`src/rtl/emg_scan_controller.sv`:
```
// emg_scan_controller: sequences an analog mux and ADC over Num_Channels EMG
// channels. Each channel gets a mux settling period, a one-cycle conversion
// request and a bounded wait for the ADC. Results come out as one-cycle sample
// pulses, and a frame-done pulse follows the last channel.
//
// Ports:
//   Clk, Reset    - system clock (rising edge), async active-high reset
//   Start         - level; begins a frame when sampled in IDLE
//   Continuous    - at frame end, 1 restarts at channel 0 without idling
//   Abort         - synchronous abort of the running frame
//   Adc_Done      - conversion-complete strobe, Adc_Data valid with it
//   Ch_Sel        - analog mux channel select
//   Adc_Start     - one-cycle conversion request
//   Sample_Valid  - one-cycle pulse; Sample_Data/Sample_Ch valid
//   Frame_Done    - one-cycle pulse after the last channel of a frame
//   Timeout_Err   - one-cycle pulse when a conversion is not answered
//   Busy          - high whenever the controller is not idle
module emg_scan_controller #(
    parameter int unsigned Num_Channels   = 16,
    parameter int unsigned Ch_Bits        = 4,
    parameter int unsigned Settle_Cycles  = 8,
    parameter int unsigned Timeout_Cycles = 255,
    parameter int unsigned Data_Bits      = 12
) (
    input  logic                 Clk,
    input  logic                 Reset,
    input  logic                 Start,
    input  logic                 Continuous,
    input  logic                 Abort,
    input  logic                 Adc_Done,
    input  logic [Data_Bits-1:0] Adc_Data,
    output logic [Ch_Bits-1:0]   Ch_Sel,
    output logic                 Adc_Start,
    output logic                 Sample_Valid,
    output logic [Data_Bits-1:0] Sample_Data,
    output logic [Ch_Bits-1:0]   Sample_Ch,
    output logic                 Frame_Done,
    output logic                 Timeout_Err,
    output logic                 Busy
);

    localparam int unsigned Cnt_Bits = 8;
    localparam logic [Ch_Bits-1:0]  Last_Ch      = Ch_Bits'(Num_Channels - 1);
    localparam logic [Cnt_Bits-1:0] Settle_Last  = Cnt_Bits'(Settle_Cycles - 1);
    localparam logic [Cnt_Bits-1:0] Timeout_Last = Cnt_Bits'(Timeout_Cycles - 1);

    typedef enum logic [2:0] {
        IDLE,
        SETTLE,
        CONVERT,
        WAIT_DONE,
        NEXT
    } state_t;

    state_t              state;
    logic [Cnt_Bits-1:0] settle_cnt;
    logic [Cnt_Bits-1:0] wait_cnt;

    // Scan sequencer; every output is a register updated alongside the state.
    always_ff @(posedge Clk or posedge Reset) begin
        if (Reset) begin
            state        <= IDLE;
            settle_cnt   <= '0;
            wait_cnt     <= '0;
            Ch_Sel       <= '0;
            Adc_Start    <= 1'b0;
            Sample_Valid <= 1'b0;
            Sample_Data  <= '0;
            Sample_Ch    <= '0;
            Frame_Done   <= 1'b0;
            Timeout_Err  <= 1'b0;
            Busy         <= 1'b0;
        end else begin
            // Pulse outputs are high for a single cycle only.
            Adc_Start    <= 1'b0;
            Sample_Valid <= 1'b0;
            Frame_Done   <= 1'b0;
            Timeout_Err  <= 1'b0;

            // Abort beats a same-cycle Adc_Done or timeout: nothing is reported.
            if ((state != IDLE) && Abort) begin
                state      <= IDLE;
                Ch_Sel     <= '0;
                settle_cnt <= '0;
                wait_cnt   <= '0;
                Busy       <= 1'b0;
            end else begin
                case (state)
                    IDLE: begin
                        if (Start) begin
                            state      <= SETTLE;
                            Ch_Sel     <= '0;
                            settle_cnt <= '0;
                            Busy       <= 1'b1;
                        end
                    end

                    // Settle_Cycles cycles here; request conversion on leaving.
                    SETTLE: begin
                        if (settle_cnt >= Settle_Last) begin
                            state      <= CONVERT;
                            settle_cnt <= '0;
                            Adc_Start  <= 1'b1;
                        end else begin
                            settle_cnt <= settle_cnt + Cnt_Bits'(1);
                        end
                    end

                    CONVERT: begin
                        state    <= WAIT_DONE;
                        wait_cnt <= '0;
                    end

                    // Done on the final wait cycle still counts as a result.
                    WAIT_DONE: begin
                        if (Adc_Done) begin
                            state        <= NEXT;
                            Sample_Valid <= 1'b1;
                            Sample_Data  <= Adc_Data;
                            Sample_Ch    <= Ch_Sel;
                        end else if (wait_cnt >= Timeout_Last) begin
                            state       <= NEXT;
                            Timeout_Err <= 1'b1;
                        end else begin
                            wait_cnt <= wait_cnt + Cnt_Bits'(1);
                        end
                    end

                    // Advance the channel, or close the frame on the last one.
                    NEXT: begin
                        settle_cnt <= '0;
                        if (Ch_Sel >= Last_Ch) begin
                            Frame_Done <= 1'b1;
                            if (Continuous) begin
                                state  <= SETTLE;
                                Ch_Sel <= '0;
                            end else begin
                                state <= IDLE;
                                Busy  <= 1'b0;
                            end
                        end else begin
                            state  <= SETTLE;
                            Ch_Sel <= Ch_Sel + Ch_Bits'(1);
                        end
                    end

                    default: begin
                        state <= IDLE;
                        Busy  <= 1'b0;
                    end
                endcase
            end
        end
    end

endmodule

```
`config.mk`:
```
export PLATFORM = sky130hd
export DESIGN_NAME = emg_scan_controller
export DESIGN_NICKNAME = d
export VERILOG_FILES = /design/src/rtl/emg_scan_controller.sv
export SDC_FILE = /design/constraint.sdc
export NUM_CORES = 1
export LEC_CHECK = 0
export CORE_MARGIN = 2
export CORE_UTILIZATION = 50
export DETAILED_ROUTE_END_ITERATION = 16
export PLACE_DENSITY = 0.78
export SLEW_MARGIN = 20
export SYNTH_ARGS = -nofsm -noshare
export SYNTH_HDL_FRONTEND = slang
export SYNTH_SLANG_ARGS = --single-unit
```
`constraint.sdc`:
```
create_clock -name Clk -period 2.4 [get_ports Clk]
set_clock_uncertainty 0.15 [all_clocks]
set_input_delay 0.72 -clock Clk [delete_from_list [all_inputs] [get_ports Clk]]
set_output_delay 0.72 -clock Clk [all_outputs]
set_load 0.005 [all_outputs]
```
==> results, run 1 <==
- Timing would allow up to 438.0 MHz.
- From left edge to right edge, the die measures 68.26 um.
- The kind of capture point of the worst setup path is a register.
- The total number of placement rows is 23.
- The routing layer with the top usage in global route is met2.
- The layout has 312 filler cells.
- The area of the core region is 4000 um^2.
- The detailed router finished its first iteration with 118 violations.
- The category of the worst setup path launch point is a primary input.
- The total track usage is 20.14%.
- The number of endpoints failing setup at the final stage is 0.
- In the global route stage, met1 resource usage came out at 23.79%.
- Counting along the longest clock path gives a buffer depth of 2.
- The library cell with the largest summed area after synthesis is sky130_fd_sc_hd__dfrtp_1.
- The area occupied by multi-input gates is 917.1 um^2.
- Of all nets on the critical path, the largest fanout is 4.
- After detailed routing, the average wire length per cell comes to 13.28 um.
- The peak per-stage delay on the critical path is 0.58 ns.
- The root buffer cell chosen for the clock tree is sky130_fd_sc_hd__clkbuf_8.
- The initial antenna violation count is 0.
- The startpoint of the worst hold path is settle_cnt[0]$_DFFE_PP0P_.
- For the worst setup path, the data arrival time is 2.36 ns.
- The number of nets in the layout is 262.
- STA puts the critical path data required time at 2.48 ns.
- Once the floorplan was initialized, standard cells occupied 51.61% of the core.
- The Yosys step of the flow raised 0 warnings.
- The flow ran to the end, and the final reports show no timing, DRC or antenna violations.
- The source of the critical timing path is Abort.
- The HPWL after detailed placement is 2788 um.
- The TritonCTS clock tree is done.
- The post-place instance area is 2636 um^2.
- The total buffers and inverters traversed by the critical path is 1.
- Headroom to the max-slew limit came out at 66.23%.
- The synthesized netlist net count is 208.
- The pin count of the biggest net entering global routing is 45.
- The number of buffers added to fix hold violations after cts is 0.
- The top cell types in the final layout, fill and taps aside, are sky130_fd_sc_hd__dfrtp_1 (44), sky130_fd_sc_hd__clkdlybuf4s50_1 (42), sky130_fd_sc_hd__nor2_1 (19).
- Counting the buffers created by CTS gives 5.
- Across the run, the number of max-cap violations was 0.
- Per report_power, the sequential group accounts for 44.2% of the total.
- Summing the areas of all compound-gate instances in the mapped netlist gives 13.94% of the synthesized area.
- In the routed design, unresolved DRC markers number 0.
- Summing all flip-flop and latch instances after layout gives 1101 um^2.
- By startpoint and endpoint, the worst setup path is classified as in -> reg.
- The transition time at the pin with the least slew margin is 0.5032 ns.
- The clock sink count is 44.
- The minimum clock period after layout is 2.283 ns.
- In the synthesized netlist the dominant register cell turns out to be sky130_fd_sc_hd__dfrtp_1.
- The pre-antenna-repair detailed-routing pass consisted of 4 iterations.
- The post-synthesis cell type count is 44.
- The later pin in the worst-skew pair is clocked with a latency of 0.30 ns.
- The routed via count divided by cell count is 5.519.
- The worst vdd rail ir drop is 0.5821 mV.
- The fraction of the yosys area taken by sequential cells is 53.33%.
- The met3 track demand over resource is 6.908%.
- The master of the slowest instance on the critical path is sky130_fd_sc_hd__or4b_1.
- The fraction of registers with async set/reset is 100.0%.
- The share of total power dissipated in combinational logic is 32.1%.
- The via count of the routed design is 1606.
- Buffers placed on the I/O ports in this run total 42.
- Power spread over the standard cell area amounts to 844.0 nW/um^2.
- The largest family of logic cells by synthesized area is simple AND/OR/NAND/NOR gates.
- In the final timing run, aggregate negative setup slack is 0 ns.
- After clock tree synthesis, the clock-pin slew on the worst setup and hold paths is 0.08 ns.
- Once layout is done, the placed cells without fillers occupy 2744 um^2.
- By area the synthesized netlist is led by sky130_fd_sc_hd__dfrtp_1 (53%), sky130_fd_sc_hd__mux2_2 (9.3%), sky130_fd_sc_hd__nor2_1 (3.5%).
- The count of pins over their slew limit is 0.
- The power share of the clock group is 23.7%.
- The switching part of the total power is 28.41%.
- The final count of hold timing violations is 0.
- After Yosys synthesis, and, or, nand and nor cells account for 18.36% of the synthesized area.
- 0 antenna diodes ended up in the layout.
- The startpoint identified for the worst register-to-register timing path is wait_cnt[0]$_DFFE_PP0P_.
- The total detailed-routing wirelength is 3865 um.
- Summing the areas of all fa, ha and maj instances in the mapped netlist gives 2.424% of the synthesized area.
- The post-route clock period utilization is 95.14%.
- In this design, the largest share of critical-path delay is due to simple AND/OR/NAND/NOR gates.
- Walking the worst path, the cells encountered are clkdlybuf4s50_1, or4b_1, or4_4, o21ai_2.
- The total of cells resized after clock tree synthesis is 0.
- The mux cell area share after synthesis is 9.273%.
- The via count of the first global-routing pass is 1601.
- The analysis attributes to cell leakage a power of 1.222 nW.
- A synthesized cell averages 11.10 um^2.
- The first-pass GRT wire length is 6879 um.
- Once the clock tree was built, the setup fixing pass inserted 0 buffers.
- The share of layout cells above drive strength 1 is 17.01%.
- The analysis attributes to net switching a power of 0.0006580 W.
- Setup repair after global routing left no endpoint under its margin.
- The share of the synthesized netlist area taken by xor and xnor gates is 0.4242%.
- The number of H-tree levels is 2.
- For this design the top-level I/O count stands at 43.
- From synthesis to final layout, the design area changed by 32.91%.
- Internal power comes to 0.001658 W.
- The proportion of netlist area held by the largest area contributor is 53.33%.
- In this run the worst hold path is classified as reg -> reg.
- Leaving out fill and tap cells, the most frequent cell in the layout is sky130_fd_sc_hd__dfrtp_1.
- Final hold analysis gives a worst-case slack of 0.3526 ns.
- The number of routed nets with antenna violations is 0.
- The final weighted congestion in routability-driven placement is 0.7757.
- The mapped netlist covers 2064 um^2.
- The die is 68.26 um tall.
- The number of enable-type register cells in the synthesized netlist is 0.
- Global routing finished with a remaining overflow of 0.
- The overall die area is 4659 um^2.
- In the synthesized netlist, the number of instances is 186.
- The met2 layer usage reported by global route is 32.89%.
- The number of storage elements in the synthesis netlist is 44.
==> metrics by stage <==
stage | std cells | setup WS, ns | total power (W) | util [%]
floorplan | 186 | 0.3420 | 0.001408 | -
global placement | 283 | -0.1759 | 0.001769 | 65.91
detailed placement | 283 | -0.1915 | 0.001793 | 65.91
CTS | 291 | 0.1294 | 0.002344 | 68.60
global route | 291 | 0.01587 | 0.002478 | 68.60
finish | 291 | 0.1166 | 0.002316 | 68.60
==> per-layer routing <==
| metal | wire, um | up-vias |
|---|---|---|
| met1 | 1692 | 756 |
| met5 | 0 | - |
| met2 | 1823 | 45 |
| met4 | 110 | 0 |
| met3 | 237 | 10 |
| li1 | - | 795 |
==> power groups by stage <==
stage / clock, W / combinational [W] / sequential, W
2_1_floorplan: 0 / 0.000409 / 0.000999
3_3_place_gp: 0 / 0.000738 / 0.00103
3_5_place_dp: 0 / 0.000752 / 0.00104
4_1_cts: 0.000563 / 0.000756 / 0.00103
5_1_grt: 0.000599 / 0.000829 / 0.00105
6_report: 0.000549 / 0.000743 / 0.00102
==> state kept, by name, indices dropped and copies added, names as in the netlist <==
name          cells
state             3
wait_cnt          8
Adc_Start         1
Busy              1
Sample_Data      12
Frame_Done        1
settle_cnt        8
Timeout_Err       1
Ch_Sel            4
Sample_Valid      1
Sample_Ch         4
==> cell families (layout without fill, tap and decap cells) <==
| group | Yosys count | after routing |
|---|---|---|
| xor gates and xnor gates | 1 | 1 |
| adders and majority gates | 4 | 4 |
| and+or+nand+nor | 65 | 65 |
| buffers and inverters | 11 | 66 |
| DFF | 44 | 44 |
| AOI/OAI and AO/OA | 44 | 44 |
| muxes | 17 | 17 |
==> area by class of cell <==
cell class                 instances  area share, %
inverter                           6         0.8208
multi-input combinational        131          33.42
clock buffer                       6          2.645
tap                               50          2.280
clock inverter                     2          1.277
sequential                        44          40.13
timing repair buffer              52          19.43
==> worst paths after layout <==
path	endpoint	slack, ns	cells past startpoint
min	settle_cnt[0]$_DFFE_PP0P_	0.35	1
max	settle_cnt[3]$_DFFE_PP0P_	0.12	4
min in group asynchronous	settle_cnt[0]$_DFFE_PP0P_	0.61	3
max reg2reg	wait_cnt[6]$_DFFE_PP0P_	0.34	6
min reg2reg	settle_cnt[0]$_DFFE_PP0P_	0.35	1
max in group asynchronous	wait_cnt[6]$_DFFE_PP0P_	1.29	3
==> cell usage after synthesis (2+ instances only) <==
master                     instances
sky130_fd_sc_hd__a22o_1            2
sky130_fd_sc_hd__or4_4             2
sky130_fd_sc_hd__inv_1             6
sky130_fd_sc_hd__o211ai_1          2
sky130_fd_sc_hd__nand4_1           3
sky130_fd_sc_hd__or4b_1            2
sky130_fd_sc_hd__dfrtp_1          44
sky130_fd_sc_hd__nor2_1           19
sky130_fd_sc_hd__nor4_1            2
sky130_fd_sc_hd__nand2_1           9
sky130_fd_sc_hd__and2_1            2
sky130_fd_sc_hd__nand3_1           6
sky130_fd_sc_hd__or4_1             3
sky130_fd_sc_hd__nor2b_1           2
sky130_fd_sc_hd__ha_1              4
sky130_fd_sc_hd__o21a_1            3
sky130_fd_sc_hd__a21oi_1          12
sky130_fd_sc_hd__and3_1            2
sky130_fd_sc_hd__mux2_2           17
sky130_fd_sc_hd__or3_1             4
sky130_fd_sc_hd__o31ai_1           4
sky130_fd_sc_hd__buf_2             4
sky130_fd_sc_hd__nand2b_1          2
sky130_fd_sc_hd__a31oi_1           2
sky130_fd_sc_hd__o21ai_0           9
Note: power is estimated with default switching activity, not from simulation.
==> inputs of run 2 (changes only) <==
--- a/config.mk
+++ b/config.mk
@@ -5,10 +5,11 @@
 export SDC_FILE = /design/constraint.sdc
 export NUM_CORES = 1
 export LEC_CHECK = 0
+export ABC_AREA = 1
 export CORE_MARGIN = 2
-export CORE_UTILIZATION = 50
+export CORE_UTILIZATION = 51
 export DETAILED_ROUTE_END_ITERATION = 16
-export PLACE_DENSITY = 0.78
+export PLACE_DENSITY = 0.79
 export SLEW_MARGIN = 20
 export SYNTH_ARGS = -nofsm -noshare
 export SYNTH_HDL_FRONTEND = slang
==> results, run 2 <==
- The run finished with clean final reports.
- The number of nets in the layout is 337 (+29%).
- The post-place instance area was 2619 um^2 (-0.66%).
- The proportion of netlist area held by the largest area contributor came to 51.95% (-1.4 points).
- The cell family contributing the most delay on the critical path is buffers and inverters.
- The latest clock arrival within the worst-skew pair is 0.30 ns (about the same).
- The library cell with the largest summed area after synthesis is sky130_fd_sc_hd__dfrtp_1.
- The overall die area is 4687 um^2 (+0.62%).
- The initial cell density of the core is 52.99% (+1.4 points).
- The routed length on met3 is 384 um (+62%).
- The via count of the first global-routing pass is 1648 (+2.9%).
- The pin count of the biggest net entering global routing is 45 (unchanged).
- The share of layout cells above drive strength 1 was 5.714% (-11 points).
- The total number of placement rows is 23 (unchanged).
- The topmost layer with routed signal wires is met4.
- The critical path in this run is classified as reg -> out.
- The cell area power density was 786.8 nW/um^2 (-6.8%).
- The final standard cell area without fillers is 2696 um^2 (-1.7%).
- The die height is 68.47 um (+0.31%).
- The total CTS buffers is 5 (unchanged).
- The clock sink count came to 44 (unchanged).
- The total track usage is 20.42% (+0.28 points).
- The DRC marker count from the first detailed-route iteration was 127 (+7.6%).
- The dominant synthesized flop cell is sky130_fd_sc_hd__dfrtp_1.
- The first-pass GRT wire length is 7017 um (+2.0%).
- The number of standard cells in the layout, taps in and fillers out was 365 (+25%).
- The area of the core region was 4000 um^2 (unchanged).
- The diode insertion count for antenna repair is 0 (unchanged).
- The post-route setup TNS is 0 ns (unchanged).
- sky130_fd_sc_hd__nand2_1 is the most common cell in the netlist.
- The via count of the routed design is 1841 (+15%).
- The worst slack at placement was 0.1333 ns (+0.3248 ns).
- The library cell used most frequently in the layout, excluding fill and tap cells, is sky130_fd_sc_hd__nand2_1.
- The routed via count divided by cell count is 5.044 (-8.6%).
- The post-route clock period utilization came to 89.50% (-5.6 points).
- The category of the worst setup path launch point is a register.
- After synthesis, the cell types taking the most area are sky130_fd_sc_hd__dfrtp_1 (52%), sky130_fd_sc_hd__nand2_1 (19%), sky130_fd_sc_hd__inv_1 (4.6%).
- The clock-pin transition on the worst setup and hold timing paths is 0.08 ns (about the same).
- The cell total after placement is 358 (+27%).
- The static power due to leakage came to 1.366 nW (+12%).
- The master of the slowest instance on the critical path is sky130_fd_sc_hd__clkdlybuf4s50_1.
- The iteration count of the initial detailed-routing pass is 4 (unchanged).
- The routed metal-1 wirelength is 1827 um (+8.0%).
- The number of buffers added to fix hold violations after cts is 0 (unchanged).
- The buffers inserted during post-CTS setup optimization is 0 (unchanged).
- Ranked by instance count, the synthesized netlist is headed by sky130_fd_sc_hd__nand2_1 (107), sky130_fd_sc_hd__dfrtp_1 (44), sky130_fd_sc_hd__inv_1 (26).
- The die outline width came to 68.47 um (+0.31%).
- Setup repair after global routing left no endpoint under its margin.
- The final count of hold timing violations was 0 (unchanged).
- The detailed-routed wire length on met2 is 1995 um (+9.4%).
- The fraction of registers with async set/reset is 100.0% (unchanged).
- The worst path arrival time is 1.28 ns (-1.08 ns).
- The minimum clock period after layout is 2.148 ns (-0.1355 ns).
- The remaining global-route overflow is 0 (unchanged).
- The post-detailed-placement half-perimeter wirelength is 3151 um (+13%).
- The worst vdd rail ir drop is 0.5734 mV (-1.5%).
- The warning count from the yosys run is 0 (unchanged).
- The post-synthesis cell type count came to 21 (-52%).
- The number of H-tree levels is 2 (unchanged).
- The total detailed-routing wirelength is 4281 um (+11%).
- The number of enable-type register cells in the synthesized netlist is 0 (unchanged).
- TritonCTS built the clock tree.
- The number of I/O pins is 43 (unchanged).
- The root buffer cell chosen for the clock tree is sky130_fd_sc_hd__clkbuf_8.
- The headroom to the max-slew limit is 71.76% (+5.5 points).
- The peak per-stage delay on the critical path is 0.55 ns (-0.03 ns).
- The number of endpoints failing setup at the final stage is 0 (unchanged).
- The mean area per synthesized cell is 7.968 um^2 (-28%).
- The worst-case clock buffer depth came to 2 (unchanged).
- Traced cell by cell, the critical path runs through clkdlybuf4s50_1.
- The total of cells resized after clock tree synthesis is 0 (unchanged).
- The count of pins over their slew limit is 0 (unchanged).
- The number of max-capacitance violations reported is 0 (unchanged).
- The final weighted congestion in routability-driven placement is 0.8600 (+11%).
- The synthesized netlist net count is 288 (+38%).
- The DRC violation count after routing is 0 (unchanged).
- The number of routed nets with antenna violations is 0 (unchanged).
- The layout overhead on the synthesized area is 27.21%.
- The library cells used most frequently in the layout, excluding fill and tap cells, are sky130_fd_sc_hd__nand2_1 (107), sky130_fd_sc_hd__dfrtp_1 (44), sky130_fd_sc_hd__clkdlybuf4s50_1 (42).
- The final worst slack is 0.2521 ns (+0.1355 ns).
- The largest registers in the layout are Sample_Data: 12 flops, settle_cnt: 8 flops, wait_cnt: 8 flops.
- The number of flip-flops in the largest register is 12 (unchanged).
- The register containing the most flip-flops in the final layout is Sample_Data.
- The final total power is 0.002121 W (-8.4%).
- The total standard cell area after synthesis is 2120 um^2 (+2.7%).
- The average wire per cell in the routed design is 11.73 um (-12%).
- The initial antenna violation count is 0 (unchanged).
- The highest clock rate came to 465.6 MHz (+6.3%).
- The number of storage elements in the synthesis netlist was 44 (unchanged).
- The number of instances in the synthesized netlist was 266 (+43%).
- The worst hold path belongs to the class reg -> reg.
- The total buffers and inverters traversed by the critical path is 1 (unchanged).
- The worst setup path is captured at a primary output.
- The required time of the critical path is 1.53 ns (-0.95 ns).
- The maximum net fanout on the critical path is 6 (+2).
- The final-layout fill cell count was 336 (+7.7%).
- The port buffer count is 42 (unchanged).
- The transition time at the pin with the least slew margin is 0.4204 ns (-0.08280 ns).
- The fraction of the yosys area taken by sequential cells is 51.95% (-1.4 points).
run 2: changes by cell type after synthesis, moves of 3 or more:
cell / before / now
sky130_fd_sc_hd__or3_1: 4 / 0
sky130_fd_sc_hd__o21ai_0: 9 / 16
sky130_fd_sc_hd__inv_1: 6 / 26
sky130_fd_sc_hd__nand2_1: 9 / 107
sky130_fd_sc_hd__mux2_2: 17 / 0
sky130_fd_sc_hd__xor2_1: 0 / 4
sky130_fd_sc_hd__o31ai_1: 4 / 0
sky130_fd_sc_hd__nand3_1: 6 / 17
sky130_fd_sc_hd__o21a_1: 3 / 0
sky130_fd_sc_hd__a21oi_1: 12 / 2
sky130_fd_sc_hd__nor3_1: 1 / 5
sky130_fd_sc_hd__or4_1: 3 / 0
run 2: kinds of logic after synthesis:
| group | synth area share (%) |
|---|---|
| AND/OR/NAND/NOR | 31.88 |
| flip-flops | 51.95 |
| buffers and inverters | 6.493 |
| AO/OA/AOI/OAI | 5.667 |
| XOR/XNOR | 1.653 |
| adder cells (fa/ha/maj) | 2.361 |
run 2: routing by layer:
layer	vias to the layer above	global-route usage (%)
li1	927	-
met3	8	6.086
met4	0	8.000
met2	71	34.86
met5	-	0
met1	835	23.94
run 2: path summary, 6_finish.rpt:
path / endpoint / depth (start not counted) / slack [ns] / from
worst max-delay path: Ch_Sel[2] / 1 / 0.25 / Ch_Sel[2]$_DFFE_PP0P_
min in group asynchronous: Frame_Done$_DFF_PP0_ / 3 / 0.62 / Reset
worst min-delay path: Sample_Data[1]$_DFFE_PP0P_ / 2 / 0.32 / Sample_Data[1]$_DFFE_PP0P_
worst min register to register: Sample_Data[1]$_DFFE_PP0P_ / 2 / 0.32 / Sample_Data[1]$_DFFE_PP0P_
worst max register to register: state[0]$_DFFE_PP0P_ / 7 / 0.59 / settle_cnt[0]$_DFFE_PP0P_
max in group asynchronous: wait_cnt[7]$_DFFE_PP0P_ / 3 / 1.28 / Reset
run 2: area by class of cell:
class / count / area (um^2) / area share [%]
multi-input cells: 189 / 880.8 / 32.67
clock buffers: 6 / 72.57 / 2.691
flip-flops and latches: 44 / 1101 / 40.84
well taps: 50 / 62.56 / 2.320
clock inverters: 1 / 5.005 / 0.1856
inverters: 29 / 111.4 / 4.130
repair buffers: 46 / 462.9 / 17.17
run 2: report_power, final:
group	switching, W	internal, W
sequential	0.0000832	0.000871
combinational	0.000407	0.000328
clock	0.000234	0.000198
total	0.000725	0.00140
run 2: through the flow:
step | hold WS (ns) | util (%)
after floorplan | 0.3044 | -
after global placement | 0.3027 | 65.47
after detailed placement | 0.3070 | 65.47
after CTS | 0.3258 | 67.41
after global routing | 0.3362 | 67.41
final | 0.3226 | 67.41
